File: src/rtl/key_conditioner_if.sv
// Key conditioner bus: raw key inputs and frame strobe in, conditioned key
// events out. The board/game side uses master, the conditioner uses slave.
interface key_conditioner_if #(
  parameter int CH = 4
) ();
  logic [CH-1:0] key_in;
  logic          frame_clr;
  logic [CH-1:0] key_level;
  logic [CH-1:0] key_press;
  logic [CH-1:0] key_release;
  logic [CH-1:0] key_latched;
  logic [CH-1:0] key_repeat;

  modport master (
    output key_in,
    output frame_clr,
    input  key_level,
    input  key_press,
    input  key_release,
    input  key_latched,
    input  key_repeat
  );

  modport slave (
    input  key_in,
    input  frame_clr,
    output key_level,
    output key_press,
    output key_release,
    output key_latched,
    output key_repeat
  );
endinterface

File: src/rtl/key_conditioner.sv
// Per-channel key conditioner: 2-FF synchroniser, two-edge counter debounce,
// press/release pulses, per-frame sticky press flag and hold-to-repeat pulses.
module key_conditioner #(
  parameter int CH            = 4,
  parameter int DB_CYCLES     = 4,
  parameter int REPEAT_DELAY  = 0,
  parameter int REPEAT_PERIOD = 8
) (
  input  logic            clk,
  input  logic            rst_n,
  key_conditioner_if.slave bus
);

  localparam int CW   = $clog2(DB_CYCLES + 1);
  localparam int RMAX = (REPEAT_DELAY > REPEAT_PERIOD) ? REPEAT_DELAY : REPEAT_PERIOD;
  localparam int RW   = $clog2(RMAX + 1);

  localparam logic [CW-1:0] DB_LAST   = CW'(DB_CYCLES - 1);
  localparam logic [RW-1:0] RD_LAST   = RW'((REPEAT_DELAY > 0) ? (REPEAT_DELAY - 1) : 0);
  localparam logic [RW-1:0] RP_LAST   = RW'(REPEAT_PERIOD - 1);
  localparam logic          REPEAT_EN = (REPEAT_DELAY > 0) ? 1'b1 : 1'b0;

  typedef enum logic [1:0] {
    ST_IDLE   = 2'd0,
    ST_HOLD   = 2'd1,
    ST_REPEAT = 2'd2
  } state_e;

  logic [CH-1:0] r_s1;
  logic [CH-1:0] r_s2;
  logic [CH-1:0] r_level;
  logic [CH-1:0] r_press;
  logic [CH-1:0] r_release;
  logic [CH-1:0] r_latched;
  logic [CH-1:0] r_repeat;
  logic [CW-1:0] r_cnt [CH];
  logic [RW-1:0] r_rcnt [CH];
  state_e        r_state [CH];

  logic [CW-1:0] w_cnt_nxt [CH];
  logic [CH-1:0] w_level_nxt;
  logic [CH-1:0] w_rise;
  logic [CH-1:0] w_fall;
  logic [RW-1:0] w_rcnt_nxt [CH];
  state_e        w_state_nxt [CH];
  logic [CH-1:0] w_repeat_nxt;

  // Debounce: the level only flips after DB_CYCLES consecutive differing samples.
  always_comb begin
    for (int i = 0; i < CH; i++) begin
      w_cnt_nxt[i]   = '0;
      w_level_nxt[i] = r_level[i];
      w_rise[i]      = 1'b0;
      w_fall[i]      = 1'b0;
      if (r_s2[i] == r_level[i]) begin
        w_cnt_nxt[i] = '0;
      end else if (r_cnt[i] >= DB_LAST) begin
        w_level_nxt[i] = r_s2[i];
        w_rise[i]      = r_s2[i];
        w_fall[i]      = ~r_s2[i];
        w_cnt_nxt[i]   = '0;
      end else begin
        w_cnt_nxt[i] = r_cnt[i] + CW'(1);
      end
    end
  end

  // Repeat FSM next state; a release overrides everything so no pulse lands on it.
  always_comb begin
    for (int i = 0; i < CH; i++) begin
      w_state_nxt[i]  = r_state[i];
      w_rcnt_nxt[i]   = r_rcnt[i];
      w_repeat_nxt[i] = 1'b0;
      if (!REPEAT_EN) begin
        w_state_nxt[i] = ST_IDLE;
        w_rcnt_nxt[i]  = '0;
      end else if (w_fall[i]) begin
        w_state_nxt[i] = ST_IDLE;
        w_rcnt_nxt[i]  = '0;
      end else begin
        case (r_state[i])
          ST_IDLE: begin
            w_rcnt_nxt[i] = '0;
            if (w_rise[i]) begin
              w_state_nxt[i] = ST_HOLD;
            end else begin
              w_state_nxt[i] = ST_IDLE;
            end
          end
          ST_HOLD: begin
            if (r_rcnt[i] == RD_LAST) begin
              w_repeat_nxt[i] = 1'b1;
              w_state_nxt[i]  = ST_REPEAT;
              w_rcnt_nxt[i]   = '0;
            end else begin
              w_rcnt_nxt[i] = r_rcnt[i] + RW'(1);
            end
          end
          ST_REPEAT: begin
            if (r_rcnt[i] == RP_LAST) begin
              w_repeat_nxt[i] = 1'b1;
              w_rcnt_nxt[i]   = '0;
            end else begin
              w_rcnt_nxt[i] = r_rcnt[i] + RW'(1);
            end
          end
          default: begin
            w_state_nxt[i] = ST_IDLE;
            w_rcnt_nxt[i]  = '0;
          end
        endcase
      end
    end
  end

  // Synchroniser, debounce counters and registered key event outputs.
  always_ff @(posedge clk or negedge rst_n) begin
    if (!rst_n) begin
      r_s1      <= '0;
      r_s2      <= '0;
      r_level   <= '0;
      r_press   <= '0;
      r_release <= '0;
      r_latched <= '0;
      r_repeat  <= '0;
      for (int i = 0; i < CH; i++) begin
        r_cnt[i] <= '0;
      end
    end else begin
      r_s1      <= bus.key_in;
      r_s2      <= r_s1;
      r_level   <= w_level_nxt;
      r_press   <= w_rise;
      r_release <= w_fall;
      // A press in the frame_clr cycle must survive, so set dominates clear.
      r_latched <= w_rise | (r_latched & ~{CH{bus.frame_clr}});
      r_repeat  <= w_repeat_nxt;
      for (int i = 0; i < CH; i++) begin
        r_cnt[i] <= w_cnt_nxt[i];
      end
    end
  end

  // Repeat FSM state and counter registers.
  always_ff @(posedge clk or negedge rst_n) begin
    if (!rst_n) begin
      for (int i = 0; i < CH; i++) begin
        r_state[i] <= ST_IDLE;
        r_rcnt[i]  <= '0;
      end
    end else begin
      for (int i = 0; i < CH; i++) begin
        r_state[i] <= w_state_nxt[i];
        r_rcnt[i]  <= w_rcnt_nxt[i];
      end
    end
  end

  assign bus.key_level   = r_level;
  assign bus.key_press   = r_press;
  assign bus.key_release = r_release;
  assign bus.key_latched = r_latched;
  assign bus.key_repeat  = r_repeat;

endmodule

File: src/flat_wrapper.sv
// flat-port wrapper written by rule: the top's interface ports become plain ports
module key_conditioner_flat 
#(
  parameter int CH            = 4,
  parameter int DB_CYCLES     = 4,
  parameter int REPEAT_DELAY  = 0,
  parameter int REPEAT_PERIOD = 8
)
  (clk, rst_n, bus_key_in, bus_frame_clr, bus_key_level, bus_key_press, bus_key_release, bus_key_latched, bus_key_repeat);
  key_conditioner_if #(.CH(CH)) bus_i ();
  input  logic clk;
  input  logic rst_n;
  input wire logic [$bits(bus_i.key_in)-1:0] bus_key_in;
  input wire logic [$bits(bus_i.frame_clr)-1:0] bus_frame_clr;
  output wire logic [$bits(bus_i.key_level)-1:0] bus_key_level;
  output wire logic [$bits(bus_i.key_press)-1:0] bus_key_press;
  output wire logic [$bits(bus_i.key_release)-1:0] bus_key_release;
  output wire logic [$bits(bus_i.key_latched)-1:0] bus_key_latched;
  output wire logic [$bits(bus_i.key_repeat)-1:0] bus_key_repeat;
  assign bus_i.key_in = bus_key_in;
  assign bus_i.frame_clr = bus_frame_clr;
  assign bus_key_level = bus_i.key_level;
  assign bus_key_press = bus_i.key_press;
  assign bus_key_release = bus_i.key_release;
  assign bus_key_latched = bus_i.key_latched;
  assign bus_key_repeat = bus_i.key_repeat;
  key_conditioner #(.CH(CH), .DB_CYCLES(DB_CYCLES), .REPEAT_DELAY(REPEAT_DELAY), .REPEAT_PERIOD(REPEAT_PERIOD)) u_core (.clk(clk), .rst_n(rst_n), .bus(bus_i));
endmodule
File: config.mk
export PLATFORM = sky130hd
export DESIGN_NAME = key_conditioner_flat
export DESIGN_NICKNAME = d
export VERILOG_FILES = /design/src/rtl/key_conditioner_if.sv /design/src/rtl/key_conditioner.sv /design/src/flat_wrapper.sv
export SDC_FILE = /design/constraint.sdc
export NUM_CORES = 1
export LEC_CHECK = 0
export ABC_AREA = 1
export CORE_MARGIN = 2
export CORE_UTILIZATION = 54
export DETAILED_ROUTE_END_ITERATION = 8
export PLACE_DENSITY = 0.81
export SYNTH_ARGS = -nofsm -noshare
export SYNTH_HDL_FRONTEND = slang
export SYNTH_SLANG_ARGS = --single-unit
File: constraint.sdc
create_clock -name clk -period 2.4 [get_ports clk]
set_clock_uncertainty 0.2 [all_clocks]
set_input_delay 0.24 -clock clk [delete_from_list [all_inputs] [get_ports clk]]
set_output_delay 0.24 -clock clk [all_outputs]
set_load 0.03 [all_outputs]
# ---- Yosys cells after proc, flatten, opt, wreduce, memory -nomap -nowiden
# Cells that the tools add are included.
dict set report totals {
  reg_bits 36
  out_inout_bits 20
  word_cells 64
}
dict set report op_classes {
  addsub 4
  magnitude_cmp 4
  eq_ne 4
  mux 24
  bitwise 11
  n_reduce_logical 4
}
# op count
set op_table {}
lappend op_table {{$mux 3} 8}
lappend op_table {{$mux 1} 16}
lappend op_table {{$add 3x1->3 const B} 4}
lappend op_table {{$ge 3x2->1 const B} 4}
lappend op_table {{$not 1->1} 8}
lappend op_table {{$reduce_and 2->1} 4}
lappend op_table {{$and 4x4->4} 1}
lappend op_table {{$eq 1x1->1} 4}
lappend op_table {{$not 4->4} 1}
lappend op_table {{$or 4x4->4} 1}

# ---- Longest topological paths before layout
# Gate-level depths: netlist (run 1).
dict set report depth {
  word_depth 4
  depth_mapped 6
}

# ---- Worst setup path before layout (run 1)
# Ideal clock, no wire load.
dict set report synth_timing {
  path_kind {reg-to-reg}
  startpoint {register u_core.r_cnt[0] (netlist bit)}
  endpoint {register u_core.r_latched[3] (netlist: u_core.bus.key_latched[3])}
  setup_ns 0.118
  arrival_time_ns 1.073
  required_time_ns 2.082
  setup_slack_ns 1.009
  stages_incl_launch_ff 7
  path_cell_list {dfrtp_1 -> ha_1 -> ha_1 -> nor2_4 -> nand2_1 -> nand2_1 -> nand2_1}
}
dict set report synth_via {
  elab_chain_len 4
}
# item line
set synth_lines {}
lappend synth_lines {{from (decl)} key_conditioner.sv:36} ;# logic [CW-1:0] r_cnt [CH];
lappend synth_lines {{from (signal, indexed assignment)} key_conditioner.sv:139} ;# r_cnt[i] <= w_cnt_nxt[i];
lappend synth_lines {{$ge 3x2->1} key_conditioner.sv:57} ;# end else if (r_cnt[i] >= DB_LAST) begin
lappend synth_lines {{$mux 1} key_conditioner.sv:57}
lappend synth_lines {{$mux 1} key_conditioner.sv:55} ;# if (r_s2[i] == r_level[i]) begin
lappend synth_lines {{$or 4x4->4} key_conditioner.sv:136} ;# r_latched <= w_rise | (r_latched & ~{CH{bus.frame_clr}});
lappend synth_lines {{to (signal assigned)} key_conditioner.sv:136}
lappend synth_lines {{to (decl)} key_conditioner.sv:34} ;# logic [CH-1:0] r_latched;
# No other way between the ends.
# A chain may end at the register's enable or synchronous reset.

# ---- Worst setup path after layout (run 1)
dict set report layout_timing {
  startpoint {register u_core.r_level[3] (netlist: u_core.bus.key_level[3])}
  endpoint {output bus_key_level[3]}
}
# item line
set layout_rtl {}
lappend layout_rtl {{from (decl)} key_conditioner.sv:31} ;# logic [CH-1:0] r_level;
lappend layout_rtl {{from (signal assigned)} key_conditioner.sv:132} ;# r_level <= w_level_nxt;
lappend layout_rtl {{to (decl)} flat_wrapper.sv:15} ;# output wire logic [$bits(bus_i.key_level)-1:0] bus_key_level;
# No word-level cell between the ends.

==> results.md, run 1 <==
* Mux share of post-synthesis cell area at 0
* Power Density at approximately 1100 nW/um^2
* Crit path DAT at ~1500 ps
* Buffers & Inverters on Critical Path at 1
* Via density at between 4 and 5
* CTS Buffer Depth at 2
* Internal Pwr Total at about 1.2 mW
* Clk_lat worst skew at 330 ps
* Synth cell types at 12
* Worst setup EP type: output pin
* RSZ-0062 raised after global routing: false
* DRT iter0 DRCs at 8
* Root buf cell: clkbuf_4
* CP Class: flip-flop to output pin
* Crit-path max FO at 5
* Final #Nets at about 190
* CTS buffer count at 5
* Clock power share at 0.163
* Initial Util at 0.581
* Port Buffers at 22
* Part of the cycle the worst path needs at 0.795
* CTS H-tree depth at 2
* Hold-fix buffers, CTS at 0
* Lkg Pwr at 0.966 nW
* Post-CTS resize count at 0
* Slowest stage cell on the critical path: clkdlybuf4s50_1
* Core Region at between 2000 and 3000 sq um
* CTS clk-pin slew, worst paths at approximately 100 ps
* Die Y at between 50 and 60 microns
* Sequential share of power at 0.439
* Pin count of the biggest net entering global routing at 37
* HPWL Detailed at about 1.8 mm
* Drt drc at 0
* Die width at 56.1 microns
* Hold Violations, Final at 0
* GR Overflow Total at 0
* Critical path depth at 1
* Wirelength per Cell at 11.5 microns
* Core Rows at 18
* Crit-path cells: clkdlybuf4s50_1
* Share of layout cells above drive strength 1 at 0.0751
* Post-Place Worst Slack at roughly 860 ps
* Initial antenna violation count at 0
* Largest family of logic cells by synthesized area: simple AND/OR/NAND/NOR gates
* Setup TNS at 0 ps
* Setup Viol. Count Final at 0
* Fin. max-slew vios at 0
* Gate Count Post-Synth at roughly 140
* Yosys Warn Count at 0
* Post-Synth XOR/XNOR Area at 0.0239
* Worst EP required at roughly 2000 ps
* Sw power at about 0.77 mW
* DRT antenna net count at 0
* Simple-gate share of the synthesized area at 0.210
* R2R cell count at 6
* Overall Global Routing Usage at 0.174
* Worst min path class: input pin to asynchronous set/reset pin
* Total chip power at between 2 and 2.5 mW
* # Max-Cap Violations at 0
* Maximum VDD drop at ~0.75 mV
* Compound-gate portion of the synthesized area at 0.0137
* Commonest cells after routing, fill and taps aside: 36 x dfrtp_1, 33 x nand2_1, 22 x clkdlybuf4s50_1, 18 x inv_1, 16 x nor2_1
* CTS tree: done
* First-pass GRT wire length at 4.15 mm
* Most common cell after layout, fill and taps aside: dfrtp_1
* Fin crit period at ~1900 ps
* Combinational Power Share at 0.398
* Fmax at roughly 520 MHz
* Status: finished clean
* Hold slack at ~110 ps
* Final core utilization at 0.703
* Ant diodes at 0
* Synthesized flop and latch total at 36
* Via count at approximately 990
* DRT Pass-1 Iters at 4
* WL final at between 2 and 2.5 mm
* Area Growth Syn to Fin at 21.0%
* Startpoint types: flip-flop
* Setup bufs post-CTS at 0
* Die ar. at 3150 sq um
* Vias in the first global route at ~1000
* Sink Count at 36
* Synthesized cell area at around 1500 sq um
* Setup ws final at slightly below 500 ps
* Synth Area in Adders at 0.0683
* Sw frac at 0.385
* Routability cong. at between 0.7 and 0.8
* Sequential share of the synthesized area at 0.615
* Boundary pin count at 27
* Post-synthesis area per instance at just over 10 sq um
* Family with the most delay on the worst path: buffers and inverters
* Worst stage delay on the critical path at roughly 700 ps
[power by group through the flow]
stage	sequential, mW	combinational [mW]	clock (mW)
2_1_floorplan	1.04	0.385	0
3_3_place_gp	0.878	0.769	0
3_5_place_dp	0.893	0.806	0
4_1_cts	0.880	0.809	0.339
5_1_grt	0.899	0.894	0.365
6_report	0.881	0.798	0.326
[metal layers]
layer | wire [microns] | vias to the layer above | GRT usage
li1 | - | 489 | -
met1 | 924 | 465 | 0.176
met2 | 1230 | 27 | 0.306
met3 | 152 | 5 | 0.0791
met4 | 28 | 0 | 0.0782
met5 | 0 | - | 0
[cell families (layout without fill, tap and decap cells)]
| group | Yosys count | count (layout) |
|---|---|---|
| other | 1 | 4 |
| flip-flops | 36 | 36 |
| AO/OA/AOI/OAI | 4 | 4 |
| buffers and inverters | 22 | 49 |
| AND/OR/NAND/NOR | 68 | 68 |
| XOR/XNOR | 4 | 4 |
| adder cells (fa/ha/maj) | 8 | 8 |
[flip-flops by register name, indices dropped and copies added (netlist names)]
signal and count:
u_core.r_s2 4, u_core.r_s1 4, u_core.bus.key_level 4, u_core.bus.key_latched 4, u_core.bus.key_release 4, u_core.bus.key_press 4
u_core.r_cnt 12
[metrics by stage]
stage | instances | instance area [sq um]
final | 203 | 1770
after global routing | 203 | 1770
after CTS | 203 | 1770
after detailed placement | 195 | 1710
after global placement | 195 | 1710
after floorplan | 146 | 1480
[final timing paths]
kind                                                      from                                  end  slack (ps)
setup / recovery           u_core.bus.key_level[3]$_DFFE_PN0P_                     bus_key_level[3]         490
hold / removal                                           rst_n  u_core.bus.key_latched[0]$_DFF_PN0_         110
setup reg to reg                     u_core.r_cnt[0]$_DFF_PN0_  u_core.bus.key_latched[3]$_DFF_PN0_         900
hold reg to reg                       u_core.r_s1[2]$_DFF_PN0_             u_core.r_s2[2]$_DFF_PN0_         160
max in group asynchronous                                rst_n  u_core.bus.key_release[1]$_DFF_PN0_        1580
min in group clk                                 bus_key_in[3]             u_core.r_s1[3]$_DFF_PN0_         130
[synthesized netlist by cell type]
| library cell | number | area (sq um) |
|---|---|---|
| dfrtp_1 | 36 | 901 |
| nand2_1 | 33 | 124 |
| inv_1 | 18 | 67.6 |
| nor2_1 | 16 | 60.1 |
| nand3_1 | 12 | 60.1 |
| ha_1 | 8 | 100 |
| a21oi_1 | 4 | 20.0 |
| buf_4 | 4 | 30.0 |
| nor2_4 | 4 | 45.0 |
| xnor2_1 | 4 | 35.0 |
| or2_1 | 3 | 18.8 |
| conb_1 | 1 | 3.75 |
[area by class of cell]
cell class                      instances  area (sq um)
Timing Repair Buffer                   23           228
Clock inverter                          2          10.0
Clock buffer                            6          51.3
Fill cell                             194           749
Inverter                               18          67.6
Sequential cell                        36           901
Tap cell                               30          37.5
Multi-Input combinational cell         88           478
Note: power is estimated with default switching activity, not from simulation.
==> run 2: changes to the inputs <==
--- a/config.mk
+++ b/config.mk
@@ -7,9 +7,9 @@
 export LEC_CHECK = 0
 export ABC_AREA = 1
 export CORE_MARGIN = 2
-export CORE_UTILIZATION = 54
+export CORE_UTILIZATION = 46
 export DETAILED_ROUTE_END_ITERATION = 8
-export PLACE_DENSITY = 0.81
+export PLACE_DENSITY = 0.73
 export SYNTH_ARGS = -nofsm -noshare
 export SYNTH_HDL_FRONTEND = slang
 export SYNTH_SLANG_ARGS = --single-unit
==> constraint.sdc (replaced) <==
create_clock -name clk -period 1.5 [get_ports clk]
set_clock_uncertainty 0.2 [all_clocks]
set_input_delay 0.15 -clock clk [delete_from_list [all_inputs] [get_ports clk]]
set_output_delay 0.15 -clock clk [all_outputs]
set_load 0.03 [all_outputs]
==> run 2 against run 1 <==
  * Global-route usage down 3.1 points
  * Sequential share of layout area down 3.2 points
  * Critical path depth up 5
  * Sequential power up 56%
  * Largest power group is now combinational logic
  * Utilization down 8.3 points
==> results.md, run 2 (synthesis results as in run 1) <==
* Initial antenna violation count at 0
* Die ar. at roughly 3700 sq um
* Largest Register: u_core.r_cnt
* Wirelength per Cell at between 10 and 15 microns
* Fillers at about 270
* Via density at ~4.5
* DRT iter0 DRCs at 9
* Part of the cycle the worst path needs at 0.964
* Family with the most delay on the worst path: flip-flops
* Boundary pin count at 27
* Buffers & Inverters on Critical Path at 0
* Crit-path cells: ha_2 -> ha_2 -> nor2_4 -> nand2_2 -> nand2_2 -> nand2_1
* Commonest cells after routing, fill and taps aside: 36 x dfrtp_1, 25 x nand2_1, 18 x inv_1, 16 x nor2_1
* Overall Global Routing Usage at 0.144
* Sw power at ~1.3 mW
* Status: finished clean
* Sw frac at 0.390
* Final #Nets at slightly below 200
* Reg2reg end: u_core.bus.key_latched[3]$_DFF_PN0_
* GR Overflow Total at 0
* Routability cong. at just over 0.8
* HPWL Detailed at roughly 1.6 mm
* CTS buffer count at 5
* Sequential share of power at 0.414
* Most common cell after layout, fill and taps aside: dfrtp_1
* Crit path DAT at around 1500 ps
* Share of layout cells above drive strength 1 at 0.194
* Clock power share at 0.158
* HP Start: bus_key_in[0]
* Worst min path class: input pin to flip-flop
* Max reg flops at 12
* CTS clk-pin slew, worst paths at around 110 ps
* Maximum VDD drop at between 1 and 1.5 mV
* Clk_lat worst skew at between 300 and 400 ps
* Worst EP required at 1520 ps
* Sink Count at 36
* # Max-Cap Violations at 0
* Via count at ~1000
* R2R cell count at 6
* Drt drc at 0
* RSZ-0062 raised after global routing: true
* Setup Viol. Count Final at 0
* Hold Violations, Final at 0
* Initial Util at 0.480
* Worst stage delay on the critical path at approximately 410 ps
* CTS tree: done
* Port Buffers at 22
* Lkg Pwr at between 1 and 1.5 nW
* Core Rows at 20
* Power Density at approximately 1700 nW/um^2
* DRT Pass-1 Iters at 4
* End of the worst hold path: u_core.r_s1[0]$_DFF_PN0_
* WL final at approximately 2.3 mm
* Core Region at ~3000 sq um
* Internal Pwr Total at between 2 and 2.5 mW
* CTS H-tree depth at 2
* Reg2reg start: u_core.r_cnt[1]$_DFF_PN0_
* Die Y at slightly above 60 microns
* Ant diodes at 0
* CP Class: flip-flop to flip-flop
* Area after DPL at approximately 1800 sq um
* Startpoint types: flip-flop
* Fin. max-slew vios at 0
* Design Area, Final at between 1500 and 2000 sq um
* Fin crit period at around 1400 ps
* First-pass GRT wire length at ~3.8 mm
* Fmax at between 600 and 700 MHz
* Pin count of the biggest net entering global routing at 37
* Combinational Power Share at 0.427
* R2R Setup Slk at 50 ps
* DRT antenna net count at 0
* Area Growth Syn to Fin at 29.2%
* Die width at between 60 and 70 microns
* Crit-path max FO at 5
* Setup TNS at 0 ps
* Vias in the first global route at roughly 920
* Hold path cells at 1
* CTS Buffer Depth at 2
* Root buf cell: clkbuf_4
* Slowest stage cell on the critical path: dfrtp_1
* Worst setup EP type: flip-flop
run 2: cell types whose count changed in the layout (fill, tap and decap cells not counted), moves of 5 or more:
cell / delta
buf_4: +5
clkdlybuf4s50_1: -16
dlygate4sd2_1: +12
ha_1: -8
ha_2: +7
nand2_1: -8
nand2_2: +8
run 2: worst max path at each step:
stage                              start                             endpoint  slack, ps  cells past startpoint
3_3_place_gp   u_core.r_cnt[0]$_DFF_PN0_  u_core.bus.key_latched[3]$_DFF_PN0_         80                      6
2_1_floorplan  u_core.r_cnt[0]$_DFF_PN0_  u_core.bus.key_latched[3]$_DFF_PN0_        110                      6
6_report       u_core.r_cnt[1]$_DFF_PN0_  u_core.bus.key_latched[3]$_DFF_PN0_         50                      6
3_5_place_dp   u_core.r_cnt[0]$_DFF_PN0_  u_core.bus.key_latched[3]$_DFF_PN0_         20                      6
5_1_grt        u_core.r_cnt[4]$_DFF_PN0_  u_core.bus.key_level[2]$_DFFE_PN0P_        -30                      6
4_1_cts        u_core.r_cnt[0]$_DFF_PN0_  u_core.bus.key_latched[3]$_DFF_PN0_         20                      6
run 2: repair_timing:
action / 4_1_cts / 5_1_grt
endpoints found under the hold margin: 36 / 0
hold buffers: 1 / 0
pin swaps: 1 / 9
cloned: 0 / 0
buffers inserted: 0 / 2
endpoints found under the setup margin: 17 / 20
gates resized for setup: 16 / 21
run 2: per-stage QoR:
step	power [mW]	hold WS, ps	worst slack (ps)	util	std cells
after detailed placement	2.78	136	17.4	0.580	213
final	3.30	55.7	53.5	0.620	224
after global routing	3.58	27.4	-28.3	0.620	224
after CTS	3.22	37.5	17.7	0.597	222
after global placement	2.72	135	77.6	0.580	213
after floorplan	2.27	-346	109	-	146
run 2: power by group through the flow:
stage | clock (mW) | sequential [mW] | combinational [mW]
5_1_grt | 0.590 | 1.40 | 1.59
2_1_floorplan | 0 | 1.66 | 0.616
6_report | 0.522 | 1.37 | 1.41
3_3_place_gp | 0 | 1.37 | 1.35
3_5_place_dp | 0 | 1.39 | 1.39
4_1_cts | 0.543 | 1.37 | 1.31
run 2: final cells by class:
class                      instances  area, sq um  share of cell area
sequential                        36          901               0.476
multi-input combinational         88          528               0.279
timing repair buffer              30          280               0.148
inverter                          18         67.6              0.0357
tap                               44         55.1              0.0291
clock buffer                       6         51.3              0.0271
clock inverter                     2         10.0             0.00529
run 2: per-layer routing:
layer | global-route usage | routed length [microns] | vias up
met1 | 0.161 | 956 | 478
met2 | 0.247 | 1210 | 22
met4 | 0.0559 | 50 | 0
met5 | 0 | 0 | -
li1 | - | - | 501
met3 | 0.0576 | 111 | 6
==> run 3: changes to the inputs <==
==> constraint.sdc (replaced) <==
create_clock -name clk -period 1.2 [get_ports clk]
set_clock_uncertainty 0.2 [all_clocks]
set_input_delay 0.12 -clock clk [delete_from_list [all_inputs] [get_ports clk]]
set_output_delay 0.12 -clock clk [all_outputs]
set_load 0.03 [all_outputs]
==> run 3 against run 2 <==
  * The flow now finishes with violations (negative setup slack)
  * Die area stayed put
  * Count of clock-buffer cells in the layout is 1 higher
  * Largest cell class unchanged
  * Combinational power is 82% higher
  * Largest power group unchanged
  * Sequential power is 26% higher
  * Highest routed layer unchanged
  * Sequential share of layout area is 6.6 points lower
==> results.md, run 3 (synthesis results as in run 1) <==
* Hold slack at around 24 ps
* Critical path depth at 6
* Ant diodes at 0
* Pin count of the biggest net entering global routing at 37
* CTS Buffer Depth at 2
* R2R Setup Slk at -290 ps
* WL final at between 3 and 4 mm
* Initial Util at 0.480
* CP endpoint: u_core.bus.key_latched[3]$_DFF_PN0_
* Part of the cycle the worst path needs at 1.24
* Via count at 1120
* Area after DPL at between 1500 and 2000 sq um
* CTS tree: done
* GR Overflow Total at 0
* # Max-Cap Violations at 0
* Family with the most delay on the worst path: flip-flops
* Vias in the first global route at about 1200
* Lkg Pwr at roughly 1.2 nW
* CTS H-tree depth at 2
* Port Buffers at 22
* Worst stage delay on the critical path at 410 ps
* DRT antenna net count at 0
* Final #Nets at between 200 and 250
* Worst EP required at between 1000 and 1500 ps
* Core Rows at 20
* CTS buffer count at 5
* RSZ-0062 raised after global routing: true
* HPWL Detailed at approximately 1.9 mm
* Reg2reg start: u_core.r_cnt[1]$_DFF_PN0_
* Worst setup EP type: flip-flop
* Most frequent CP cell: nand2_2
* Die width at 60.4 microns
* Startpoint types: flip-flop
* Failing checks: negative setup slack
* Largest Register: u_core.r_cnt
* Crit path from: u_core.r_cnt[1]$_DFF_PN0_
* Setup Viol. Count Final at 27
* Wirelength per Cell at about 12 microns
* DRT Pass-1 Iters at 5
* Power Density at 2270 nW/um^2
* Area Growth Syn to Fin at 50.1%
* Crit-path cells: ha_2 -> ha_4 -> nor2_4 -> nand2_2 -> nand2_2 -> nand2_1
* Share of layout cells above drive strength 1 at 0.455
* Most common cell after layout, fill and taps aside: dfrtp_1
* Reg2reg end: u_core.bus.key_latched[3]$_DFF_PN0_
* Setup ws final at -291 ps
* Routability cong. at approximately 0.78
* Crit-path max FO at 5
* Initial antenna violation count at 0
* Buffers & Inverters on Critical Path at 0
* Final core utilization at 0.720
* Worst min path class: input pin to flip-flop
* DRT iter0 DRCs at 17
* Die ar. at 3650 sq um
* Maximum VDD drop at roughly 1.4 mV
* Commonest cells after routing, fill and taps aside: 36 x dfrtp_1, 24 x nand2_1, 21 x buf_4, 20 x buf_6, 16 x nor2_1
* Boundary pin count at 27
* Clk_lat worst skew at 320 ps
* CP Class: flip-flop to flip-flop
* Die Y at roughly 60 microns
* First-pass GRT wire length at ~5.0 mm
* Finished Layout Cells at around 240
* Crit path DAT at ~1500 ps
* Root buf cell: clkbuf_4
* Fmax at 671 MHz
* Max reg flops at 12
* Sink Count at 36
* R2R cell count at 6
* Slowest stage cell on the critical path: dfrtp_1
* Drt drc at 0
* Status: finished with violations
* CTS clk-pin slew, worst paths at roughly 100 ps
* Fin crit period at around 1500 ps
* Core Region at around 3100 sq um
* Via density at around 4.6
* Setup TNS at -5150 ps
* Fin. max-slew vios at 0
* Placed Cells at 222
* Design Area, Final at between 2000 and 2500 sq um
* Overall Global Routing Usage at 0.189
* Hold Violations, Final at 0
[run 3: cell count changes in the layout (fill, tap and decap cells not counted), sizes merged]
cell / previous run / this run
clkbuf: 6 / 7
clkdlybuf4s15: 4 / 0
buf: 7 / 42
dlygate4sd2: 12 / 0
clkinv: 2 / 0
[run 3: repair_timing]
action / in CTS / in global routing
cloned: 0 / 0
setup endpoints to repair: 38 / 44
buffers inserted: 10 / 4
hold endpoints to repair: 36 / 0
hold buffers: 1 / 0
resized for setup: 30 / 13
pin swaps: 18 / 7
[run 3: where the power goes]
group | internal, mW | leakage [nW] | total, mW | switching (mW)
sequential | 1.52 | 0.467 | 1.73 | 0.204
combinational | 1.25 | 0.658 | 2.57 | 1.32
clock | 0.332 | 0.0374 | 0.702 | 0.370
[run 3: worst min-delay path by stage]
stage                                                     end  cells after the start  slack [ps]                startpoint
final                                u_core.r_s1[3]$_DFF_PN0_                      1          20             bus_key_in[3]
after global routing                 u_core.r_s1[3]$_DFF_PN0_                      1          20             bus_key_in[3]
after CTS                            u_core.r_s1[3]$_DFF_PN0_                      1           5             bus_key_in[3]
after detailed placement             u_core.r_s2[3]$_DFF_PN0_                      0         130  u_core.r_s1[3]$_DFF_PN0_
after global placement               u_core.r_s2[3]$_DFF_PN0_                      0         140  u_core.r_s1[3]$_DFF_PN0_
after floorplan           u_core.bus.key_latched[0]$_DFF_PN0_                      0        -380                     rst_n
[run 3: cell type report]
type	count	area (sq um)
flip-flops and latches	36	901
clock buffers	7	65.1
inverters	18	67.6
fillers	225	853
well taps	44	55.1
repair buffers	49	473
multi-input cells	88	638
[run 3: routing by layer]
metal | track usage | share of wire | vias to the layer above
met2 | 0.359 | 0.57 | 32
met4 | 0.0932 | 0.032 | 0
li1 | - | - | 536
met1 | 0.193 | 0.36 | 541
met3 | 0.0448 | 0.039 | 11
met5 | 0 | 0 | -
[run 3: per-stage QoR]
stage          setup slack (ps)  power, mW
3_5_place_dp               -238       3.69
4_1_cts                    -231       4.84
3_3_place_gp               -177       3.57
6_report                   -291       5.00
2_1_floorplan              -158       2.95
5_1_grt                    -362       5.34
[run 3: worst register-to-register path, cell delays in order, from the launching register on]
cell and delay, ps:
dfrtp_1 410, ha_2 210, ha_4 160, nor2_4 180
nand2_2 90, nand2_2 80, nand2_1 50
